===== src/rtl/flush_reload_engine_if.sv =====
// CPU request/response port between the flush+reload engine and the partitioned cache.
// master = engine side, slave = cache side.
interface flush_reload_engine_if #(
    parameter int unsigned ADDR_W = 32,
    parameter int unsigned DATA_W = 128,
    parameter int unsigned DOM_W  = 2
);
    logic              req_valid;
    logic [ADDR_W-1:0] req_addr;
    logic [DATA_W-1:0] req_data;
    logic              req_rw;
    logic              req_flush;
    logic [DOM_W-1:0]  req_domain_id;
    logic              res_ready;

    modport master (
        output req_valid, req_addr, req_data, req_rw, req_flush, req_domain_id,
        input  res_ready
    );

    modport slave (
        input  req_valid, req_addr, req_data, req_rw, req_flush, req_domain_id,
        output res_ready
    );
endinterface


===== src/rtl/flush_reload_engine.sv =====
// Flush+reload sequencer: flushes a table of target lines, waits a victim window,
// reloads them and classifies each reload latency as hit or miss.
module flush_reload_engine #(
    parameter int unsigned NUM_TARGETS = 4,
    parameter int unsigned ADDR_W      = 32,
    parameter int unsigned DATA_W      = 128,
    parameter int unsigned DOM_W       = 2,
    parameter int unsigned LAT_W       = 8,
    parameter int unsigned TIMEOUT     = 200,
    localparam int unsigned IDX_W      = (NUM_TARGETS > 1) ? $clog2(NUM_TARGETS) : 1
) (
    input  logic                   clk,
    input  logic                   rst,
    input  logic                   tgt_we,
    input  logic [IDX_W-1:0]       tgt_idx,
    input  logic [ADDR_W-1:0]      tgt_addr,
    input  logic                   start,
    input  logic [1:0]             mode,
    input  logic [DOM_W-1:0]       domain_id,
    input  logic [15:0]            window,
    input  logic [LAT_W-1:0]       threshold,
    flush_reload_engine_if.master  cache,
    output logic                   busy,
    output logic                   done,
    output logic [NUM_TARGETS-1:0] hit_map,
    output logic [LAT_W-1:0]       lat_rdata,
    output logic                   timeout_err
);

    localparam int unsigned     DEPTH    = 1 << IDX_W;
    localparam logic [IDX_W-1:0] LAST_IDX = IDX_W'(NUM_TARGETS - 1);
    localparam logic [LAT_W-1:0] LAT_MAX  = '1;
    localparam logic [LAT_W-1:0] TMO_CNT  = LAT_W'(TIMEOUT);
    localparam logic [1:0]       MODE_RL  = 2'b01;
    localparam logic [1:0]       MODE_FL  = 2'b10;

    typedef enum logic [2:0] {
        S_IDLE,
        S_FL_ISSUE,
        S_FL_WAIT,
        S_WINDOW,
        S_RL_ISSUE,
        S_RL_WAIT,
        S_DONE
    } state_t;

    state_t state_q, state_nx;

    logic [IDX_W-1:0]       idx_q, idx_nx;
    logic [1:0]             mode_q;
    logic [15:0]            win_q;
    logic [15:0]            win_cnt_q;
    logic [LAT_W-1:0]       thr_q;
    logic [LAT_W-1:0]       cnt_q;
    logic [ADDR_W-1:0]      tgt_tbl [DEPTH];
    logic [LAT_W-1:0]       lat_tbl [DEPTH];
    logic [NUM_TARGETS-1:0] hit_map_q;
    logic                   timeout_q;
    logic                   busy_q;
    logic                   done_q;
    logic                   req_valid_q;
    logic [ADDR_W-1:0]      req_addr_q;
    logic                   req_flush_q;
    logic [DOM_W-1:0]       req_dom_q;

    logic             start_acc;
    logic             in_wait;
    logic             wait_tmo;
    logic             wait_end;
    logic             lat_we;
    logic [LAT_W-1:0] lat_val;
    logic             hit_val;
    logic             issue_nx;

    // A response only counts while a request is outstanding
    assign in_wait  = (state_q == S_FL_WAIT) || (state_q == S_RL_WAIT);
    assign wait_tmo = in_wait && !cache.res_ready && (cnt_q == TMO_CNT);
    assign wait_end = in_wait && (cache.res_ready || wait_tmo);
    assign issue_nx = (state_nx == S_FL_ISSUE) || (state_nx == S_RL_ISSUE);

    // State register
    always_ff @(posedge clk) begin
        if (rst) begin
            state_q <= S_IDLE;
        end else begin
            state_q <= state_nx;
        end
    end

    // Next-state and per-cycle control decode
    always_comb begin
        state_nx  = state_q;
        idx_nx    = idx_q;
        start_acc = 1'b0;
        lat_we    = 1'b0;
        lat_val   = '0;
        hit_val   = 1'b0;

        case (state_q)
            S_IDLE: begin
                if (start) begin
                    start_acc = 1'b1;
                    idx_nx    = '0;
                    state_nx  = (mode == MODE_RL) ? S_RL_ISSUE : S_FL_ISSUE;
                end
            end
            S_FL_ISSUE: state_nx = S_FL_WAIT;
            S_FL_WAIT: begin
                if (wait_end) begin
                    if (idx_q == LAST_IDX) begin
                        state_nx = (mode_q == MODE_FL) ? S_DONE : S_WINDOW;
                    end else begin
                        idx_nx   = idx_q + IDX_W'(1);
                        state_nx = S_FL_ISSUE;
                    end
                end
            end
            S_WINDOW: begin
                if (win_cnt_q >= win_q) begin
                    idx_nx   = '0;
                    state_nx = S_RL_ISSUE;
                end
            end
            S_RL_ISSUE: state_nx = S_RL_WAIT;
            S_RL_WAIT: begin
                if (wait_end) begin
                    lat_we  = 1'b1;
                    lat_val = wait_tmo ? LAT_MAX : cnt_q;
                    hit_val = !wait_tmo && (cnt_q <= thr_q);
                    if (idx_q == LAST_IDX) begin
                        state_nx = S_DONE;
                    end else begin
                        idx_nx   = idx_q + IDX_W'(1);
                        state_nx = S_RL_ISSUE;
                    end
                end
            end
            S_DONE:  state_nx = S_IDLE;
            default: state_nx = S_IDLE;
        endcase
    end

    // Datapath, tables and registered outputs
    always_ff @(posedge clk) begin
        if (rst) begin
            idx_q       <= '0;
            mode_q      <= '0;
            win_q       <= '0;
            win_cnt_q   <= '0;
            thr_q       <= '0;
            cnt_q       <= '0;
            hit_map_q   <= '0;
            timeout_q   <= 1'b0;
            busy_q      <= 1'b0;
            done_q      <= 1'b0;
            req_valid_q <= 1'b0;
            req_addr_q  <= '0;
            req_flush_q <= 1'b0;
            req_dom_q   <= '0;
            for (int i = 0; i < int'(DEPTH); i++) begin
                tgt_tbl[i] <= '0;
                lat_tbl[i] <= '0;
            end
        end else begin
            idx_q <= idx_nx;

            if ((state_q == S_IDLE) && tgt_we) begin
                tgt_tbl[tgt_idx] <= tgt_addr;
            end

            if (start_acc) begin
                mode_q    <= mode;
                win_q     <= window;
                thr_q     <= threshold;
                req_dom_q <= domain_id;
                hit_map_q <= '0;
                timeout_q <= 1'b0;
                for (int i = 0; i < int'(DEPTH); i++) begin
                    lat_tbl[i] <= '0;
                end
            end

            // Shared latency / timeout counter: 1 in the first wait cycle
            if ((state_q == S_FL_ISSUE) || (state_q == S_RL_ISSUE)) begin
                cnt_q <= LAT_W'(1);
            end else if (in_wait && (cnt_q != LAT_MAX)) begin
                cnt_q <= cnt_q + LAT_W'(1);
            end

            if ((state_nx == S_WINDOW) && (state_q != S_WINDOW)) begin
                win_cnt_q <= 16'd1;
            end else if (state_q == S_WINDOW) begin
                win_cnt_q <= win_cnt_q + 16'd1;
            end

            if (lat_we) begin
                lat_tbl[idx_q]   <= lat_val;
                hit_map_q[idx_q] <= hit_val;
            end

            if (wait_tmo) begin
                timeout_q <= 1'b1;
            end

            req_valid_q <= issue_nx;
            if (issue_nx) begin
                req_addr_q <= tgt_tbl[idx_nx];
            end
            req_flush_q <= (state_nx == S_FL_ISSUE) || (state_nx == S_FL_WAIT);

            busy_q <= (state_nx != S_IDLE) && (state_nx != S_DONE);
            done_q <= (state_nx == S_DONE);
        end
    end

    assign cache.req_valid     = req_valid_q;
    assign cache.req_addr      = req_addr_q;
    assign cache.req_data      = '0;
    assign cache.req_rw        = 1'b0;
    assign cache.req_flush     = req_flush_q;
    assign cache.req_domain_id = req_dom_q;

    assign busy        = busy_q;
    assign done        = done_q;
    assign hit_map     = hit_map_q;
    assign timeout_err = timeout_q;
    assign lat_rdata   = lat_tbl[tgt_idx];

endmodule


===== src/flat_wrapper.sv =====
// flat-port wrapper written by rule: the top's interface ports become plain ports
module flush_reload_engine_flat 
#(
    parameter int unsigned NUM_TARGETS = 4,
    parameter int unsigned ADDR_W      = 32,
    parameter int unsigned DATA_W      = 128,
    parameter int unsigned DOM_W       = 2,
    parameter int unsigned LAT_W       = 8,
    parameter int unsigned TIMEOUT     = 200,
    localparam int unsigned IDX_W      = (NUM_TARGETS > 1) ? $clog2(NUM_TARGETS) : 1
)
  (clk, rst, tgt_we, tgt_idx, tgt_addr, start, mode, domain_id, window, threshold, busy, done, hit_map, lat_rdata, timeout_err, cache_req_valid, cache_req_addr, cache_req_data, cache_req_rw, cache_req_flush, cache_req_domain_id, cache_res_ready);
  flush_reload_engine_if #(.ADDR_W(ADDR_W), .DATA_W(DATA_W), .DOM_W(DOM_W)) cache_i ();
  input  logic clk;
  input  logic rst;
  input  logic tgt_we;
  input  logic [IDX_W-1:0] tgt_idx;
  input  logic [ADDR_W-1:0] tgt_addr;
  input  logic start;
  input  logic [1:0] mode;
  input  logic [DOM_W-1:0] domain_id;
  input  logic [15:0] window;
  input  logic [LAT_W-1:0] threshold;
  output logic busy;
  output logic done;
  output logic [NUM_TARGETS-1:0] hit_map;
  output logic [LAT_W-1:0] lat_rdata;
  output logic timeout_err;
  output wire logic [$bits(cache_i.req_valid)-1:0] cache_req_valid;
  output wire logic [$bits(cache_i.req_addr)-1:0] cache_req_addr;
  output wire logic [$bits(cache_i.req_data)-1:0] cache_req_data;
  output wire logic [$bits(cache_i.req_rw)-1:0] cache_req_rw;
  output wire logic [$bits(cache_i.req_flush)-1:0] cache_req_flush;
  output wire logic [$bits(cache_i.req_domain_id)-1:0] cache_req_domain_id;
  input wire logic [$bits(cache_i.res_ready)-1:0] cache_res_ready;
  assign cache_req_valid = cache_i.req_valid;
  assign cache_req_addr = cache_i.req_addr;
  assign cache_req_data = cache_i.req_data;
  assign cache_req_rw = cache_i.req_rw;
  assign cache_req_flush = cache_i.req_flush;
  assign cache_req_domain_id = cache_i.req_domain_id;
  assign cache_i.res_ready = cache_res_ready;
  flush_reload_engine #(.NUM_TARGETS(NUM_TARGETS), .ADDR_W(ADDR_W), .DATA_W(DATA_W), .DOM_W(DOM_W), .LAT_W(LAT_W), .TIMEOUT(TIMEOUT)) u_core (.clk(clk), .rst(rst), .tgt_we(tgt_we), .tgt_idx(tgt_idx), .tgt_addr(tgt_addr), .start(start), .mode(mode), .domain_id(domain_id), .window(window), .threshold(threshold), .cache(cache_i), .busy(busy), .done(done), .hit_map(hit_map), .lat_rdata(lat_rdata), .timeout_err(timeout_err));
endmodule

===== config.mk =====
export PLATFORM = sky130hd
export DESIGN_NAME = flush_reload_engine_flat
export DESIGN_NICKNAME = d
export VERILOG_FILES = /design/src/rtl/flush_reload_engine_if.sv /design/src/rtl/flush_reload_engine.sv /design/src/flat_wrapper.sv
export SDC_FILE = /design/constraint.sdc
export NUM_CORES = 1
export LEC_CHECK = 0
export ABC_CLOCK_PERIOD_IN_PS = 4900
export CAP_MARGIN = 40
export CORE_UTILIZATION = 50
export CTS_BUF_LIST = sky130_fd_sc_hd__clkbuf_8
export DETAILED_ROUTE_END_ITERATION = 16
export GPL_TIMING_DRIVEN = 0
export PLACE_DENSITY = 0.8
export SLEW_MARGIN = 25
export SYNTH_ARGS = -nofsm -noshare
export SYNTH_HDL_FRONTEND = slang
export SYNTH_SLANG_ARGS = --single-unit

===== constraint.sdc =====
create_clock -name clk -period 4.9 [get_ports clk]
set_input_delay 0.98 -clock clk [delete_from_list [all_inputs] [get_ports clk]]
set_output_delay 0.98 -clock clk [all_outputs]
set_load 0.01 [all_outputs]

# After elaboration in Yosys (flattened, before gate mapping)
# Memories as Yosys holds them, arrays and structs flattened. A register that Yosys moved wholly into a read port is not among the register bits.
# Index checks and enable logic that the tools add are counted.
classes:
  bitwise_logic: 4
  magnitude_cmp: 4
  eq_ne: 17
  n_reduce_logical: 26
  n_mux: 56
  n_addsub: 3
ops:
  columns: ["operator", "n"]
  rows:
  - ["8-bit 2-to-1 mux", 8]
  - ["32-bit 2-to-1 mux", 1]
  - ["32-bit OR reduction", 1]
  - ["1-bit 2-to-1 mux", 26]
  - ["3-bit 2-to-1 mux", 7]
  - ["3-bit one-hot mux with 6 select lines", 1]
  - ["16-bit by 1-bit adder with 16-bit output, second input constant", 1]
  - ["16-bit >= comparator", 1]
  - ["2-bit 2-to-1 mux", 7]
  - ["3-bit by 2-bit equality test with 1-bit output, second input constant", 4]
  - ["3-bit equality test, second input constant", 4]
  - ["4-bit 2-to-1 mux", 3]
  - ["1-bit logical AND", 9]
  - ["8-bit by 1-bit adder with 8-bit output, second input constant", 1]
  - ["8-bit equality test, second input constant", 1]
  - ["8-bit less-or-equal comparator", 1]
  - ["8-bit inequality test, second input constant", 1]
  - ["8-bit OR reduction", 1]
  - ["3-bit by 1-bit equality test with 1-bit output, second input constant", 2]
  - ["2-bit one-hot mux with 3 select lines", 1]
  - ["2-bit nonzero test", 3]
  - ["2-bit OR reduction", 3]
  - ["1-bit logical OR", 5]
  - ["4-bit bitwise mux", 1]
  - ["other kinds (12)", 17]
word_totals:
  regBits: 66
  word_cells: 128
  mem_bits_rw: 160
  out_inout_bits: 180
  inputBits: 67
  mem_count: 2
memory_table:
  columns: ["name", "depth", "width", "rd", "rd_clocked_by_memory_dff", "write_ports", "line_no", "source"]
  rows:
  - ["u_core.tgt_tbl", 4, 32, 1, 1, 4, "flush_reload_engine.sv:55", "logic [ADDR_W-1:0] tgt_tbl [DEPTH];"]
  - ["u_core.lat_tbl", 4, 8, 1, 0, 4, "flush_reload_engine.sv:56", "logic [LAT_W-1:0] lat_tbl [DEPTH];"]

# Depth between registers and ports, before layout
depth:
  depth_word: 13
  ltp_mapped: 11
  depth_no_buf: 10

# Worst setup path after synthesis
# OpenSTA, ideal clock, no wires.
synth_path:
  kind: "input to register"
  startpoint: "in tgt_idx[0]"
  endpoint: "mem u_core.tgt_tbl[3][0] (enable)"
  arrival_time_ps: 3837
  path_slack_ps: 598
  setup_time_ps: 466
  path_stages: 3
  required_time_ps: 4434
  path_buffers: 1
  path_cell_list: "buf_1 nand2_1 o21ai_0"
synth_rtl:
  columns: ["element", "line_no", "source"]
  rows:
  - ["from (decl)", "flat_wrapper.sv:17", "input logic [IDX_W-1:0] tgt_idx;"]
  - ["to (decl)", "flush_reload_engine.sv:55", null]

# Worst setup path after layout
layout_path:
  startpoint: "in tgt_idx[0]"
  endpoint: "out lat_rdata[0]"
layout_between:
  elab_chain_len: 1
layout_rtl:
  columns: ["element", "line_no", "source"]
  rows:
  - ["memory 4 x 8 bit", null, null]
  - ["to (decl)", "flat_wrapper.sv:27", "output logic [LAT_W-1:0] lat_rdata;"]
# No other way between the ends.

==> impl_metrics.py <==
metrics = {
    "placed_design": {
        "dpl_worst_slack_ns": 0.630,
        "detailed_place_hpwl_microns": 21800,
        "gp_congestion": 0.871,
        "io_buffer_count": 117,
    },
    "global_routing": {
        "grt_pass1_vias": 9361,
        "antenna_found_initial": 1,
        "grt_usage_pct": 23.2,
        "grt_remaining_overflow": 0,
        "grt_max_degree": 33,
        "grt_pass1_wl_microns": 48400,
    },
    "synthesis": {
        "synth_xor_area_share_pct": 1.39,
        "synth-seq-cells": 258,
        "synth_top_area_share_pct": 36.3,
        "synth-simple-area-share_pct": 14.2,
        "async_flop_share_pct": 0,
        "yosysTopAreaCell": "edfxtp_1",
        "ys_warn_count": 0,
        "synth-edff-count": 160,
        "synth_compound_area_share_pct": 15.7,
        "synth_top_cells_by_count": "edfxtp_1, buf_4, and2_1",
        "synth_seq_area_share_pct": 51.1,
        "yosysMostFrequentCell": "edfxtp_1",
        "avgSynthCellArea_sq_um": 10.4,
        "synthCells": 1272,
        "synthFlopType": "edfxtp_1",
        "synth_area_leaders": "edfxtp_1, dfxtp_1, buf_4, a211oi_1, and2_1",
        "muxShareOfSynthArea_pct": 1.44,
        "synth_top_family_by_area": "compound AO/OA/AOI/OAI gates",
        "netlist_area_sq_um": 13200,
        "synthAdderAreaFrac_pct": 2.55,
        "ys_types": 67,
    },
    "worst_hold_path": {
        "hold_path_depth": 2,
        "hp-class": "flop to flop",
    },
    "timing": {
        "finalCritPeriodShare_pct": 80.3,
        "fmax_mhz": 254,
        "timing.hold.ws_ns": 0.454,
        "drv_slew": 0,
        "grt_setup_unrepaired": "false",
        "fin_worst_skew_ns": 0.0224,
        "worst_slew_pin_slew_ns": 0.640,
        "period_needed_ns": 3.94,
        "hold_violations": 0,
        "setup_viol": 0,
        "fin_ws_ns": 0.964,
        "slew_headroom_pct": 57.2,
    },
    "setup_path": {
        "regToRegStartpoint": "u_core.win_q[15]",
        "critPathCapture": "lat_rdata[0]",
        "worst_ep_arrival_time_ns": 2.96,
        "path_common_cell": "clkdlybuf4s50_1",
        "reg2reg_to": "u_core.cache.req_addr[25]",
        "cp_max_fo": 9,
        "crit_type": "input port to output pin",
        "reg2reg_depth": 10,
        "r2r_setup_slack_ns": 1.73,
        "crit_path_end_kind": "output pin",
        "path_cells": "clkdlybuf4s50_1 > buf_1 > buf_6 > mux4_2 > clkdlybuf4s50_1",
        "crit_path_top_delay_cell": "clkdlybuf4s50_1",
        "slowest_delay_ns": 0.56,
        "crit_required_ns": 3.92,
        "startpoint": "tgt_idx[0]",
        "critPathLaunchType": "input port",
    },
    "clock_tree": {
        "cts_setup_buffers": 0,
        "clock_sink_count": 258,
        "clk_pin_slew_ns": 0.06,
        "numCtsBuffers": 42,
        "cts_resized": 0,
        "htree_levels": 2,
        "insertion_delay_ns": 0.55,
        "clock_path_buffers": 3,
        "cts_tree": "built",
        "cts_root_buffer": "clkbuf_8",
        "ctsHoldBuffers": 0,
    },
    "detailed_routing": {
        "wirelength_microns": 31200,
        "drc": 0,
        "dr_total_vias": 9952,
        "vias_per_cell": 5.12,
        "drtIter0Drc": 806,
        "ant_nets": 0,
        "wl_per_cell_microns": 16.0,
        "drt_pass1_iterations": 5,
    },
    "finish": {
        "area_growth_pct": 23.4,
        "layout.nets": 1668,
        "drive_gt1_share_pct": 17.5,
    },
    "power_and_ir_drop": {
        "ir_drop_mv": 0.204,
        "pwr_density_cell_nw_per_um2": 329,
        "leakage_nw": 6.54,
    },
    "die": {
        "die_area_sq_um": 27100,
        "core_area_sq_um": 26100,
        "die_w_microns": 165,
        "initial_core_util_pct": 50.8,
        "chipHeight_microns": 165,
        "rows": 59,
        "io_pins": 247,
    },
    "run_status": {
        "status": "finished clean",
    },
    "job": {
        "cap_violations": 0,
    },
}
## power breakdown
part,leakage (nW),internal [W],switching (W)
combinational,3.55,0.000429,0.000556
sequential,2.47,0.00247,0.0000682
clock,0.512,0.00101,0.000843
## worst min path at each step
stage	startpoint	end	slack, ns
6_report	u_core.thr_q[4]	u_core.thr_q[4]	0.45
5_1_grt	u_core.win_q[9]	u_core.win_q[9]	0.48
4_1_cts	u_core.win_q[7]	u_core.win_q[7]	0.45
3_5_place_dp	u_core.win_q[7]	u_core.win_q[7]	0.45
3_3_place_gp	u_core.mode_q[0]	u_core.mode_q[0]	0.44
2_1_floorplan	u_core.mode_q[0]	u_core.mode_q[0]	0.43
## stage by stage
step	setup TNS [ns]	cells	instance area, sq um	power, W	util (%)
2_1_floorplan	0	1400	13700	0.00319	-
3_3_place_gp	-55.85	1852	15300	0.00351	58.8
3_5_place_dp	0	1857	15400	0.00355	59.1
4_1_cts	0	1935	16200	0.00538	62.3
5_1_grt	0	1943	16300	0.00559	62.7
6_report	0	1944	16300	0.00538	62.7
## area by class of cell
cell class	count	area [sq um]
diodes	1	2.50
plain buffers	203	1310
clock buffers	52	716
clock inverters	26	129
fillers	2040	9720
inverters	131	492
multi-input cells	808	5170
flip-flops and latches	258	6770
well taps	335	419
repair buffers	130	1340
## layout by cell type (no fill, tap or decap), types with 7 or more instances in the layout
master,count
xnor2_1,8
clkbuf_1,46
and3_1,7
dfxtp_1,98
xor2_1,13
inv_1,151
clkbuf_8,52
nor2_1,78
conb_1,129
edfxtp_1,160
and2_1,132
nand3_1,21
nand2_1,88
a211oi_1,125
buf_2,20
clkdlybuf4s50_1,117
o32ai_2,30
buf_4,136
ha_1,27
o21ai_0,9
a21oi_1,46
mux4_2,8
## state kept, by name, summed over array words and instances, names as in the netlist, 2 cells and up
signal                      count
u_core.cache.req_addr          32
u_core.idx_q                    2
u_core.hit_map                  4
u_core.tgt_tbl                128
u_core.state_q                  3
u_core.lat_tbl                 32
u_core.mode_q                   2
u_core.win_q                   16
u_core.win_cnt_q               16
u_core.cache.req_domain_id      2
u_core.cnt_q                    8
u_core.thr_q                    8
## metal layers
layer  part of all wire (%)  global-route usage, %  wire length (microns)
met5                      0                      0                      0
met4                    2.7                   9.55                    852
met3                    7.8                   4.24                   2440
met2                     49                   39.0                  15300
met1                     40                   29.3                  12600
## worst max-delay path: cells and delay by family
family / cells / cell delay (ns)
buffers and inverters: 4 / 1.46
multiplexers: 1 / 0.52
## kinds of logic (layout without fill, tap and decap cells)
kind of cell / after synthesis / after routing
compound gates: 256 / 256
xor+xnor: 21 / 21
fa+ha+maj: 27 / 27
buf+inv: 334 / 542
flops: 258 / 258
mux: 9 / 9
other cells: 1 / 130
simple gates: 366 / 366
(Power assumes the default switching activity.)
==> edit, RTL diff (same settings) <==
`DATA_W` is set to 128 in 3 places; all go to 192.
--- a/src/rtl/flush_reload_engine_if.sv
+++ b/src/rtl/flush_reload_engine_if.sv
@@ -4,3 +4,3 @@
     parameter int unsigned ADDR_W = 32,
-    parameter int unsigned DATA_W = 128,
+    parameter int unsigned DATA_W = 192,
     parameter int unsigned DOM_W  = 2
--- a/src/rtl/flush_reload_engine.sv
+++ b/src/rtl/flush_reload_engine.sv
@@ -5,3 +5,3 @@
     parameter int unsigned ADDR_W      = 32,
-    parameter int unsigned DATA_W      = 128,
+    parameter int unsigned DATA_W      = 192,
     parameter int unsigned DOM_W       = 2,
--- a/src/flat_wrapper.sv
+++ b/src/flat_wrapper.sv
@@ -5,3 +5,3 @@
     parameter int unsigned ADDR_W      = 32,
-    parameter int unsigned DATA_W      = 128,
+    parameter int unsigned DATA_W      = 192,
     parameter int unsigned DOM_W       = 2,
Ports: changed (resized cache_req_data); port bits go from 247 to 311. The function was not compared with the original's and may differ.
==> edit against the original RTL <==
Sequential power barely moved; cell area rose by 4.0%; register-to-register slack got worse by 0.03 ns; routed wire length rose by 2.6%; synthesized area rose by 3.6%; sequential cell count did not move; power fell by 0.70%; worst setup slack improved by 0.032 ns; critical path type unchanged.
==> edit: results (changes against the original RTL) <==
** Critical path
- The critical path launch point was tgt_idx[1] (was tgt_idx[0]).
- Data arrival time of the critical path :: 2.92 ns (was 2.96 ns)
- The minimum setup slack among reg-to-reg paths was 1.70 ns (was 1.73 ns).
- Largest stage delay on the critical path :: 0.52 ns (was 0.56 ns)
- The biggest fanout along the worst timing path came to 10 (was 9).
- The endpoint of the lowest-slack register-to-register path is u_core.cache.req_addr[10]$_SDFFE_PP0P_ (was u_core.cache.req_addr[25]$_SDFFE_PP0P_).

** Power and ir drop
- The clock network fraction of design power came to 32.8% (was 34.4%).
- The worst vdd rail ir drop came to 0.000200 V (was 0.000204 V).
- The leakage component of the power was 7.05 nW (was 6.54 nW).
- The share of total power consumed by net switching is 27.8% (was 27.3%).

** Drt
- Sum of met2 wire segment lengths after detailed routing :: 15.8 mm (was 15.3 mm)
- The average detailed-routed wire length per instance was 15.4 um (was 16.0 um).
- Starting DRC count in detailed routing :: 831 (was 806)
- Total via count after detailed routing :: 10279 (was 9952)
- Routed length on met1 :: 12.8 mm (was 12.6 mm)
- Met3 wire len :: 2.49 mm (was 2.44 mm)

** Clock network
- The number of resized instances in the post-cts repair step was 0 (unchanged).
- The worst-case clock buffer depth came to 3 (unchanged).
- The CTS buffer count was 41 (was 42).

** GRT
- GR Util met1 :: 27.1% (was 29.3%)
- Number of global-route vias before repair :: 9583 (was 9361)
- The number of antenna violations at the first check in global routing is 2 (was 1).
- Grt met3 use :: 3.83% (was 4.24%)
- Met2 Resource Use GR :: 38.2% (was 39.0%)

** STA
- Achievable Freq :: 0.256 GHz (was 0.254 GHz)
- The final clock skew was 0.0270 ns (was 0.0224 ns).

** Yosys
- Commonest cells in the synthesized netlist :: sky130_fd_sc_hd__buf_4, sky130_fd_sc_hd__edfxtp_1, sky130_fd_sc_hd__and2_1, sky130_fd_sc_hd__inv_1, sky130_fd_sc_hd__a211oi_1 (was sky130_fd_sc_hd__edfxtp_1, sky130_fd_sc_hd__buf_4, sky130_fd_sc_hd__and2_1, sky130_fd_sc_hd__inv_1, sky130_fd_sc_hd__a211oi_1)
- Share of the yosys chip area belonging to registers :: 49.3% (was 51.1%)
- Leading post-synthesis cells by cell area: sky130_fd_sc_hd__edfxtp_1, sky130_fd_sc_hd__dfxtp_1, sky130_fd_sc_hd__buf_4 (unchanged).
- The unique cell type count in the Yosys netlist is 67 (unchanged).
- Count of flip-flops with a built-in enable after synthesis :: 160 (unchanged)

** Final layout
- The flip-flop count of the largest register after layout was 128 (unchanged).
- The share of final-layout standard cells stronger than drive strength 1 came to 19.5% (was 17.5%).
- The number of nets in the finished design is 1792 (was 1668).

** Worst hold path
- The startpoint of the lowest-slack hold path was u_core.mode_q[0]$_SDFFE_PP0P_ (was u_core.thr_q[4]$_SDFFE_PP0P_).

** Placement
- Worst setup slack before clock tree synthesis :: 0.656 ns (was 0.630 ns)
- Global placement routability congestion :: 0.852 (was 0.871)
- Hpwl dp :: 22.9 mm (was 21.8 mm)
- The placement-stage cell area is 16100 sq um (was 15400 sq um).

** Outcome
- Outcome: finished clean (unchanged).
-- edit: layout make-up --
class / count / area [sq um]
inverters: 131 / 492
well taps: 341 / 427
plain buffers: 267 / 1790
fillers: 2158 / 9950
diodes: 2 / 5.00
flip-flops and latches: 258 / 6770
clock buffers: 50 / 688
multi-input cells: 872 / 5410
repair buffers: 127 / 1320
clock inverters: 26 / 104
-- edit: worst min-delay path by stage --
stage / slack (ns) / depth (start not counted) / endpoint
after global routing: 0.48 / 2 / u_core.win_q[2]$_SDFFE_PP0P_
final: 0.45 / 2 / u_core.mode_q[0]$_SDFFE_PP0P_
after global placement: 0.44 / 2 / u_core.mode_q[0]$_SDFFE_PP0P_
after floorplan: 0.43 / 2 / u_core.mode_q[0]$_SDFFE_PP0P_
after detailed placement: 0.45 / 2 / u_core.mode_q[0]$_SDFFE_PP0P_
after CTS: 0.45 / 2 / u_core.cache.req_domain_id[1]$_SDFFE_PP0P_
-- edit: cell families (layout without fill, tap and decap cells) --
kind of cell | count (synthesis) | in the layout | share of synthesized area [%]
xor gates and xnor gates | 21 | 21 | 1.34
muxes | 9 | 9 | 1.39
other | 1 | 195 | 0.0273
AOI/OAI and AO/OA | 256 | 256 | 15.2
and+or+nand+nor | 366 | 366 | 13.7
adders and majority gates | 27 | 27 | 2.46
DFF | 258 | 258 | 49.3
buffers and inverters | 398 | 601 | 16.6
-- edit: worst min-delay path: cells and delay by family, from the launching register on --
kind / cells / cell delay [ns]
flip-flops: 1 / 0.30
AND/OR/NAND/NOR: 1 / 0.05
AO/OA/AOI/OAI: 1 / 0.06
-- edit: per-stage QoR --
stage                     power (mW)  cells  TNS [ns]
after global placement          3.57   1986    -56.64
final                           5.34   2074         0
after CTS                       5.33   2064         0
after floorplan                 3.25   1528         0
after detailed placement        3.60   1988         0
after global routing            5.54   2074         0
